`src/rtl/nibble_serial_addsub_if.sv`:
```
// Request/result bundle for nibble_serial_addsub: operands and start in,
// busy/done handshake plus registered result and flags out.
interface nibble_serial_addsub_if #(
  parameter int NIBBLES = 4
);
  localparam int W = 4 * NIBBLES;

  logic         start;
  logic         sub;
  logic [W-1:0] a;
  logic [W-1:0] b;
  logic         busy;
  logic         done;
  logic [W-1:0] s;
  logic         cout;
  logic         ovf;

  modport master (
    output start, sub, a, b,
    input  busy, done, s, cout, ovf
  );

  modport slave (
    input  start, sub, a, b,
    output busy, done, s, cout, ovf
  );
endinterface

```
`src/rtl/nibble_serial_addsub.sv`:
```
// Wide add/subtract computed one nibble per clock through a 4-bit add/sub slice.
// Optional signed saturation on overflow: define NIBBLE_ADDSUB_SAT_EN.
module nibble_serial_addsub #(
  parameter int NIBBLES = 4
) (
  input  logic                    clk,
  input  logic                    rst,
  nibble_serial_addsub_if.slave   bus
);
  localparam int W     = 4 * NIBBLES;
  localparam int IDX_W = $clog2(NIBBLES);
  localparam logic [IDX_W-1:0] LAST_IDX = IDX_W'(NIBBLES - 1);

  typedef enum logic [1:0] {IDLE, RUN, DONE} state_t;

  state_t           r_state;
  state_t           w_next;
  logic [IDX_W-1:0] r_idx;
  logic             r_carry;
  logic [W-1:0]     r_a;
  logic [W-1:0]     r_b;
  logic [W-5:0]     r_acc;
  logic [W-1:0]     r_s;
  logic             r_cout;
  logic             r_ovf;

  logic             w_accept;
  logic             w_last;
  logic [5:0]       w_slice;
  logic [3:0]       w_sum;
  logic             w_c3;
  logic             w_c4;
  logic [W-1:0]     w_result;
  logic [W-1:0]     w_final;

  // 4-bit ripple slice; returns {carry out, carry into bit 3, sum[3:0]}.
  function automatic logic [5:0] slice4(input logic [3:0] x, input logic [3:0] y,
                                        input logic ci);
    logic [3:0] lo;
    logic       s3;
    logic       c4;
    lo = {1'b0, x[2:0]} + {1'b0, y[2:0]} + {3'b000, ci};
    s3 = x[3] ^ y[3] ^ lo[3];
    c4 = (x[3] & y[3]) | (lo[3] & (x[3] ^ y[3]));
    return {c4, lo[3], s3, lo[2:0]};
  endfunction

`ifdef NIBBLE_ADDSUB_SAT_EN
  function automatic logic [W-1:0] sat_result(input logic [W-1:0] sum,
                                              input logic ovf, input logic a_msb);
    logic signed [W-1:0] max_v;
    logic signed [W-1:0] min_v;
    max_v = {1'b0, {(W-1){1'b1}}};
    min_v = {1'b1, {(W-1){1'b0}}};
    if (!ovf)
      return sum;
    return a_msb ? min_v : max_v;
  endfunction
`endif

  assign w_accept = ((r_state == IDLE) || (r_state == DONE)) && bus.start;
  assign w_last   = (r_state == RUN) && (r_idx == LAST_IDX);

  assign w_slice  = slice4(r_a[3:0], r_b[3:0], r_carry);
  assign w_sum    = w_slice[3:0];
  assign w_c3     = w_slice[4];
  assign w_c4     = w_slice[5];
  assign w_result = {w_sum, r_acc};

  // Operands shift right each cycle, so r_a[3] is A's sign bit on the last nibble.
`ifdef NIBBLE_ADDSUB_SAT_EN
  assign w_final = sat_result(w_result, w_c3 ^ w_c4, r_a[3]);
`else
  assign w_final = w_result;
`endif

  always_ff @(posedge clk) begin
    if (rst)
      r_state <= IDLE;
    else
      r_state <= w_next;
  end

  always_comb begin
    w_next = r_state;
    unique case (r_state)
      IDLE:    if (bus.start) w_next = RUN;
      RUN:     if (r_idx == LAST_IDX) w_next = DONE;
      DONE:    w_next = bus.start ? RUN : IDLE;
      default: w_next = IDLE;
    endcase
  end

  always_ff @(posedge clk) begin
    if (rst) begin
      r_idx   <= '0;
      r_carry <= 1'b0;
      r_s     <= '0;
      r_cout  <= 1'b0;
      r_ovf   <= 1'b0;
    end else if (w_accept) begin
      r_idx   <= '0;
      r_carry <= bus.sub;
    end else if (r_state == RUN) begin
      r_idx   <= r_idx + IDX_W'(1);
      r_carry <= w_c4;
      if (w_last) begin
        r_s    <= w_final;
        r_cout <= w_c4;
        r_ovf  <= w_c3 ^ w_c4;
      end
    end
  end

  // Working operands and partial sum carry no reset; they are loaded on accept.
  always_ff @(posedge clk) begin
    if (w_accept) begin
      r_a <= bus.a;
      r_b <= bus.b ^ {W{bus.sub}};
    end else if (r_state == RUN) begin
      r_a   <= r_a >> 4;
      r_b   <= r_b >> 4;
      r_acc <= (W-4)'({w_sum, r_acc} >> 4);
    end
  end

  assign bus.busy = (r_state == RUN);
  assign bus.done = (r_state == DONE);
  assign bus.s    = r_s;
  assign bus.cout = r_cout;
  assign bus.ovf  = r_ovf;
endmodule

```
`src/flat_wrapper.sv`:
```
// flat-port wrapper written by rule: the top's interface ports become plain ports
module nibble_serial_addsub_flat 
#(
  parameter int NIBBLES = 4
)
  (clk, rst, bus_start, bus_sub, bus_a, bus_b, bus_busy, bus_done, bus_s, bus_cout, bus_ovf);
  nibble_serial_addsub_if #(.NIBBLES(NIBBLES)) bus_i ();
  input  logic clk;
  input  logic rst;
  input wire logic [$bits(bus_i.start)-1:0] bus_start;
  input wire logic [$bits(bus_i.sub)-1:0] bus_sub;
  input wire logic [$bits(bus_i.a)-1:0] bus_a;
  input wire logic [$bits(bus_i.b)-1:0] bus_b;
  output wire logic [$bits(bus_i.busy)-1:0] bus_busy;
  output wire logic [$bits(bus_i.done)-1:0] bus_done;
  output wire logic [$bits(bus_i.s)-1:0] bus_s;
  output wire logic [$bits(bus_i.cout)-1:0] bus_cout;
  output wire logic [$bits(bus_i.ovf)-1:0] bus_ovf;
  assign bus_i.start = bus_start;
  assign bus_i.sub = bus_sub;
  assign bus_i.a = bus_a;
  assign bus_i.b = bus_b;
  assign bus_busy = bus_i.busy;
  assign bus_done = bus_i.done;
  assign bus_s = bus_i.s;
  assign bus_cout = bus_i.cout;
  assign bus_ovf = bus_i.ovf;
  nibble_serial_addsub #(.NIBBLES(NIBBLES)) u_core (.clk(clk), .rst(rst), .bus(bus_i));
endmodule
```
`config.mk`:
```
export PLATFORM = sky130hd
export DESIGN_NAME = nibble_serial_addsub_flat
export DESIGN_NICKNAME = d
export VERILOG_FILES = /design/src/rtl/nibble_serial_addsub_if.sv /design/src/rtl/nibble_serial_addsub.sv /design/src/flat_wrapper.sv
export SDC_FILE = /design/constraint.sdc
export NUM_CORES = 1
export LEC_CHECK = 0
export ABC_AREA = 1
export CAP_MARGIN = 20
export CORE_MARGIN = 4
export CORE_UTILIZATION = 32
export CTS_CLUSTER_SIZE = 20
export DETAILED_ROUTE_END_ITERATION = 12
export GPL_TIMING_DRIVEN = 0
export SETUP_SLACK_MARGIN = 0.05
export SLEW_MARGIN = 20
export SYNTH_ARGS = -nofsm -noshare
export SYNTH_HDL_FRONTEND = slang
export SYNTH_SLANG_ARGS = --single-unit
```
`constraint.sdc`:
```
create_clock -name clk -period 4.9 [get_ports clk]
set_input_delay 0.735 -clock clk [delete_from_list [all_inputs] [get_ports clk]]
set_output_delay 0.735 -clock clk [all_outputs]
set_load 0.01 [all_outputs]
```
==> impl_summary.txt, run 1 <==
----------------------------------------------------
[Synth]
  Part of the Yosys area used for sequential elements ... 0.6189
  Yosys warning count ... 0
  Area of the mapped netlist ... 0.002879 mm2
  Avg Synthesized Cell Area ... 10.39 um2
  Gate count after technology mapping ... roughly 280
  Cell variety after synth ... 20
  Synth Register Bits ... 67
  Post-Syn Nets ... 319

[Run status]
  Run status ... finished, final reports clean

[Clock tree]
  Clock latency reported for the late side of the worst-skew pair ... 340 ps
  H-tree lvl count ... 3
  Deepest clock path buffer count ... 2
  Clock net sink count ... 67
  Cell at the root of the clock tree ... clkbuf_8
  Clock transition at the registers of the reported paths ... 70 ps
  Postcts setup bufs ... 0
  TritonCTS clock tree ... built
  Total clock buffers created by CTS ... 9
  Cts repair resizes ... 0
  Total of hold buffers inserted after clock tree synthesis ... 0

[Drt]
  Length of the first detailed-routing pass in iterations ... 4
  Total vias in the final route ... a little over 2,000
  DRC ... 0
  Post-DR vias/cell ... 4.473
  Number of violations reported at the end of detailed-routing iteration 0 ... just over 80
  ANT nets after route ... 0
  Aggregate routed wire length ... 5659 um
  Average detailed-routed wire length per instance ... 12.44 um

[Critical path]
  Kind of capture point of the worst setup path ... primary output
  Type of origin of the critical path ... flop
  Critical Path Fanout Max ... 10
  Delay-heaviest family, CP ... buffers and inverters
  Crit path buf inv count ... 3
  Max incr delay on CP ... 540 ps
  Critical path data arrival time ... 1710 ps
  Slowest cell on crit path ... clkdlybuf4s50_1
  Critical-path cell list ... inv_2 -> nor2_4 -> buf_6 -> clkdlybuf4s50_1
  WP data required ... approximately 4200 ps
  Start-to-end type of the worst setup path ... flop to primary output

[STA]
  Unrepaired setup endpoints after global routing ... false
  Final Cycle Share ... 0.4984
  Number of hold violations in the final report ... 0
  Worst-case setup margin in the final layout ... between 2000 and 2500 ps
  Final min period ... around 2400 ps
  Final clock skew ... 8.075 ps
  Slew Limit Headroom ... 0.3868
  Total negative setup slack ... 0 ps
  Final setup vio count ... 0
  Total count of max-transition violations in the final report ... 0
  Slew of the pin with the lowest slew margin ... 916.4 ps
  Maximum frequency from static timing analysis ... between 400 and 500 MHz

[Layout]
  Area of the multi-input gates ... roughly 900 um2
  FF+latch area ... 0.001782 mm2
  Layout filler cell count ... 841
  NumNets Final ... 384
  Area growth syn-to-layout ... 30.81%
  Share of post-route cells with drive strength above 1 ... 0.1037
  Final core occ ... 0.4319
  N_diodes ... 0

[Power]
  P_leak ... 0.001431 uW
  Peak supply drop ... 0.1671 mV
  Power density cells ... roughly 360 mW/mm2

[Placement]
  Count of port buffers added during placement ... 54
  Minimum setup slack after placement ... 2475 ps
  RD Place Congestion ... roughly 0.75
  Detailed placer's ending HPWL ... 4051 um

[Floorplanning]
  Site row count ... 34
  # IOs ... 56
  Die H ... 102.9 um
  Initial Util ... 0.3301
  Core Area ... roughly 0.0087 mm2
  Die width ... 102.9 um
  Area of the die ... 0.01058 mm2

[Global routing]
  Total Routing Usage GR ... 0.1124
  Via count of the first global-routing pass ... 1,934
  First-pass GRT wire length ... around 9000 um
  Largest net degree at the start of global routing ... 34
  GR Overflow Total ... 0
  Antenna violations before repair ... 0

[Job]
  Max-cap violations ... 0

[Worst hold path]
  Worst min-delay path class ... flop to flop

----------------------------------------------------
[final timing paths]
path / cells after the start / slack (ps) / start / end
hold reg to reg: 0 / 440 / u_core.r_acc[10] / u_core.r_acc[6]
setup / recovery: 4 / 2460 / u_core.r_state[0] / bus_busy
hold / removal: 0 / 440 / u_core.r_acc[10] / u_core.r_acc[6]
setup reg to reg: 8 / 2980 / u_core.r_b[0] / u_core.bus.s[15]
[layout by cell type, fill, tap and decap left out, types with 4 or more instances in the layout]
| cell | instances |
|---|---|
| xnor2_1 | 17 |
| inv_1 | 21 |
| dfxtp_1 | 23 |
| nor2_1 | 15 |
| edfxtp_1 | 44 |
| o21ai_0 | 12 |
| buf_2 | 7 |
| buf_6 | 4 |
| clkdlybuf4s50_1 | 54 |
| clkbuf_8 | 9 |
| nand2_1 | 74 |
| nand3_1 | 18 |
| a21oi_1 | 22 |
| buf_4 | 4 |
[sequential cells by signal (all words and copies together) (netlist names)]
signal / cells
u_core.r_a: 16
u_core.bus.s: 16
u_core.bus.cout: 1
u_core.r_state: 2
u_core.r_idx: 2
u_core.r_b: 16
u_core.bus.ovf: 1
u_core.r_acc: 12
u_core.r_carry: 1
[metrics by stage]
stage	hold WS, ps	cell area (um2)	total power (uW)	cells
floorplan	427.3	2879	805.3	277
global placement	436.0	3555	865.8	439
detailed placement	438.5	3557	872.0	439
CTS	448.3	3766	1355	455
global route	456.0	3766	1407	455
finish	441.8	3766	1343	455
[report_power, final]
part / internal, uW / switching [uW] / total [uW]
registers: 672 / 18.2 / 690
clock network: 285 / 202 / 487
logic: 75.4 / 90.4 / 166
total: 1030 / 311 / 1340
[synth_stat cells]
cell | number | share of area
nor2_1 | 15 | 0.020
buf_6 | 4 | 0.016
edfxtp_1 | 44 | 0.46
o21a_1 | 2 | 0.0052
xnor2_1 | 17 | 0.052
inv_2 | 2 | 0.0026
inv_1 | 21 | 0.027
buf_1 | 1 | 0.0013
nand3_1 | 18 | 0.031
nor2_4 | 1 | 0.0039
nand2_2 | 1 | 0.0022
ha_1 | 3 | 0.013
dfxtp_1 | 23 | 0.16
fa_1 | 3 | 0.021
buf_2 | 7 | 0.012
buf_4 | 4 | 0.010
o21ai_0 | 12 | 0.021
nand2_1 | 75 | 0.098
nand3_2 | 2 | 0.0070
a21oi_1 | 22 | 0.038
[metal layers]
| metal | up-vias | routed length, um | GRT usage |
|---|---|---|---|
| li1 | 1034 | - | - |
| met4 | 0 | 40 | 0.02689 |
| met3 | 4 | 529 | 0.05210 |
| met5 | - | 0 | 0 |
| met2 | 67 | 2643 | 0.1852 |
| met1 | 930 | 2446 | 0.1346 |
[worst register-to-register path: stages, from the launching register on]
cell and delay (ps):
edfxtp_1 420, fa_1 450, nand3_1 80, nand3_1 120, inv_1 90, fa_1 410, inv_1 90, nand3_1 80
a21oi_1 120
[cells by family after synthesis]
family | synth area share
AND/OR/NAND/NOR | 0.1617
XOR/XNOR | 0.05172
adder cells (fa/ha/maj) | 0.03390
buffers and inverters | 0.06953
AO/OA/AOI/OAI | 0.06432
flip-flops | 0.6189
[layout make-up]
type / instances / area share
clock inverters: 5 / 0.02060
plain buffers: 16 / 0.03023
well taps: 108 / 0.03588
repair buffers: 54 / 0.1435
flip-flops and latches: 67 / 0.4731
clock buffers: 11 / 0.03488
multi-input cells: 171 / 0.2389
inverters: 23 / 0.02292
Note: power is estimated with default switching activity, not from simulation.
==> run 2: changes to the inputs <==
==> constraint.sdc (replaced) <==
create_clock -name clk -period 2.2 [get_ports clk]
set_input_delay 0.33 -clock clk [delete_from_list [all_inputs] [get_ports clk]]
set_output_delay 0.33 -clock clk [all_outputs]
set_load 0.01 [all_outputs]
==> results of run 2 <==
Same layout as run 1 (identical final DEF). Status: finished, final reports clean.
Main changes from that run: setup slack after placement 2475 ps -> 179.6 ps; setup slack after layout 2458 ps -> 162.7 ps; hold slack 441.8 ps -> 417.8 ps; register-to-register setup slack 2980 ps -> 280 ps; end point of the worst hold path u_core.r_acc[6] -> u_core.r_carry; total power 1343 uW -> 2991 uW; worst IR drop on VDD 0.1671 mV -> 0.3723 mV
==> run 3: changes to the inputs <==
--- a/config.mk
+++ b/config.mk
@@ -13,7 +13,6 @@
 export DETAILED_ROUTE_END_ITERATION = 12
 export GPL_TIMING_DRIVEN = 0
 export SETUP_SLACK_MARGIN = 0.05
-export SLEW_MARGIN = 20
 export SYNTH_ARGS = -nofsm -noshare
 export SYNTH_HDL_FRONTEND = slang
 export SYNTH_SLANG_ARGS = --single-unit
==> run 3 against run 2 <==
  * Via count shrank 0.49%
  * Design area is the same
  * Flip-flop and latch count is the same
  * Die area is the same
  * Non-clock buffer count grew 1
  * Core utilization is the same
  * Sequential power is essentially flat
  * Routed wire length grew 0.27%
  * Final cell count grew 0.22%
  * Count of clock-buffer cells in the layout shrank 1
  * Power shrank 3.8%
  * Critical path type unchanged
  * Largest cell class unchanged
==> impl_summary.txt, run 3 (synthesized netlist as in run 1, its figures left out) <==
----------------------------------------------------
[Power]
  Internal power ... roughly 2200 uW
  Clock share of power ... 0.333 (-0.030)
  Peak supply drop ... approximately 0.32 mV
  P_leak ... 0.001434 uW (+0.20%)
  Switching component of the power ... 688.9 uW
  Power density cells ... 763.7 mW/mm2
  PnR Total Power ... ~2900 uW
  Combinational Power Share ... 0.133 (+0.009)
  Seq pwr share ... 0.534 (+0.020)
  Switching share of total power ... 0.2395

[Layout]
  Count of non-filler cells in the finished layout ... 456 (+0.22%)
  Most common library cell in the layout ignoring fill and taps ... nand2_1
  Final core occ ... 0.4319 (unchanged)
  NumNets Final ... 385 (+0.26%)
  Layout filler cell count ... 849 (+0.95%)
  Share of post-route cells with drive strength above 1 ... 0.1034 (-0.0002981)
  Top library cells by usage in the layout, fill and taps aside ... 75 x nand2_1, 54 x clkdlybuf4s50_1, 44 x edfxtp_1
  Area growth syn-to-layout ... 30.81% (unchanged)
  N_diodes ... 0 (unchanged)

[Drt]
  ANT nets after route ... 0 (unchanged)
  Number of violations reported at the end of detailed-routing iteration 0 ... 52 (-37%)
  Routed wire length on met2 ... 2659 um (+0.61%)
  Average detailed-routed wire length per instance ... 12.44 um (about the same)
  Routed length on met3 ... 478 um (-9.6%)
  Aggregate routed wire length ... 5674 um (+0.27%)
  Total vias in the final route ... 2,025 (-0.49%)
  Length of the first detailed-routing pass in iterations ... 4 (unchanged)
  Post-DR vias/cell ... 4.441 (-0.71%)
  Highest metal layer with signal wires ... met4
  Wire length on met1 ... 2467 um (+0.86%)
  DRC ... 0 (unchanged)

[Clock tree]
  TritonCTS clock tree ... built
  Total clock buffers created by CTS ... 9 (unchanged)
  Deepest clock path buffer count ... 2 (unchanged)
  Clock latency reported for the late side of the worst-skew pair ... 340 ps (about the same)
  Postcts setup bufs ... 0 (unchanged)
  Cell at the root of the clock tree ... clkbuf_8
  Clock net sink count ... 67 (unchanged)
  H-tree lvl count ... 3 (unchanged)
  Cts repair resizes ... 0 (unchanged)
  Clock transition at the registers of the reported paths ... 70 ps (about the same)
  Total of hold buffers inserted after clock tree synthesis ... 0 (unchanged)

[STA]
  Worst hold margin ... around 420 ps
  Unrepaired setup endpoints after global routing ... false
  Slew Limit Headroom ... 0.3815 (-0.005289)
  Final setup vio count ... 0 (unchanged)
  Final Cycle Share ... 0.9176
  Final min period ... 2019 ps
  Final clock skew ... 8.829 ps (+0.7534 ps)
  Maximum frequency from static timing analysis ... ~500 MHz
  Slew of the pin with the lowest slew margin ... 924.3 ps (+7.903 ps)
  Total count of max-transition violations in the final report ... 0 (unchanged)
  Number of hold violations in the final report ... 0 (unchanged)

[Floorplanning]
  Die width ... 102.9 um (unchanged)
  # IOs ... 56 (unchanged)
  Die H ... 102.9 um (unchanged)
  Area of the die ... 0.01058 mm2 (unchanged)
  Initial Util ... 0.3301 (unchanged)
  Core Area ... 0.008721 mm2 (unchanged)
  Site row count ... 34 (unchanged)

[Critical path]
  WP data required ... 1870 ps
  Critical path data arrival time ... 1690 ps (-20 ps)
  Type of origin of the critical path ... flop
  Startpoint of the worst-slack reg-to-reg timing path ... u_core.r_b[0]
  Kind of capture point of the worst setup path ... primary output
  Slowest cell on crit path ... clkdlybuf4s50_1
  Critical-path cell list ... inv_2 -> nor2_4 -> buf_6 -> clkdlybuf4s50_1
  Max incr delay on CP ... 540 ps (about the same)
  Start-to-end type of the worst setup path ... flop to primary output
  Crit path launch ... u_core.r_state[0]
  Critical Path Fanout Max ... 10 (unchanged)
  Cells on worst reg2reg path ... 8 (unchanged)
  Worst R2R Setup Slack ... 280 ps
  Destination of the worst register-to-register timing path ... u_core.bus.s[15]
  Critical path destination ... bus_busy

[Global routing]
  GR Overflow Total ... 0 (unchanged)
  Total Routing Usage GR ... 0.1159 (+0.003487)
  Antenna violations before repair ... 0 (unchanged)
  Via count of the first global-routing pass ... 2,030 (+5.0%)
  First-pass GRT wire length ... 9349 um (+3.8%)
  Largest net degree at the start of global routing ... 19 (-44%)

[Worst hold path]
  Worst min-delay path class ... input port to flop

[Job]
  Max-cap violations ... 0 (unchanged)

[Placement]
  Count of port buffers added during placement ... 54 (unchanged)
  Detailed placer's ending HPWL ... 4128 um (+1.9%)
  Total placed cells including tap cells ... 440 (+0.23%)
  RD Place Congestion ... 0.7454 (unchanged)

[Run status]
  Run status ... finished, final reports clean

----------------------------------------------------
==> run 3: changes by cell type in the layout (fill, tap and decap cells not counted), sizes merged <==
cell    change
buf         +1
clkbuf      -1
bufinv      -1
clkinv      +2
==> run 3: final cells by class <==
cell class	instances	area [um2]	share of cell area
well taps	108	135.1	0.03588
plain buffers	16	113.9	0.03023
repair buffers	55	568.0	0.1508
clock buffers	10	127.6	0.03389
clock inverters	6	56.30	0.01495
flip-flops and latches	67	1782	0.4731
inverters	23	86.33	0.02292
multi-input cells	171	897.1	0.2382
==> run 3: power by group through the flow <==
stage	sequential [uW]	combinational [uW]	clock (uW)
2_1_floorplan	1550	242	0
3_3_place_gp	1560	365	0
3_5_place_dp	1570	389	0
4_1_cts	1540	389	988
5_1_grt	1550	436	1040
6_report	1540	382	958
==> run 3: layer usage <==
layer	vias up	GRT usage
met4	0	0.03486
met1	919	0.1429
met3	9	0.04736
met5	-	0
li1	1034	-
met2	63	0.1872
==> run 3: metrics by stage <==
stage | setup WS, ps | setup TNS [ps] | cell area (um2)
3_5_place_dp | 11.37 | 0 | 3582
3_3_place_gp | -251.5 | -8182 | 3555
6_report | 181.2 | 0 | 3766
4_1_cts | 155.4 | 0 | 3766
5_1_grt | 94.92 | 0 | 3766
2_1_floorplan | 448.3 | 0 | 2879
==> run 3: worst min-delay path by stage <==
stage | slack [ps] | to | from | cells after the start
final | 420 | u_core.r_carry | bus_sub | 5
after global routing | 470 | u_core.r_acc[7] | u_core.r_acc[11] | 0
after CTS | 410 | u_core.r_carry | bus_sub | 5
after detailed placement | 440 | u_core.r_acc[6] | u_core.r_acc[10] | 0
after global placement | 440 | u_core.r_acc[6] | u_core.r_acc[10] | 0
after floorplan | 430 | u_core.r_acc[0] | u_core.r_acc[4] | 0
==> run 3: worst max-delay path: cells and delay by family, from the launching register on <==
kind / cells / cell delay [ps]
buffers and inverters: 3 / 790
AND/OR/NAND/NOR: 1 / 140
flip-flops: 1 / 420
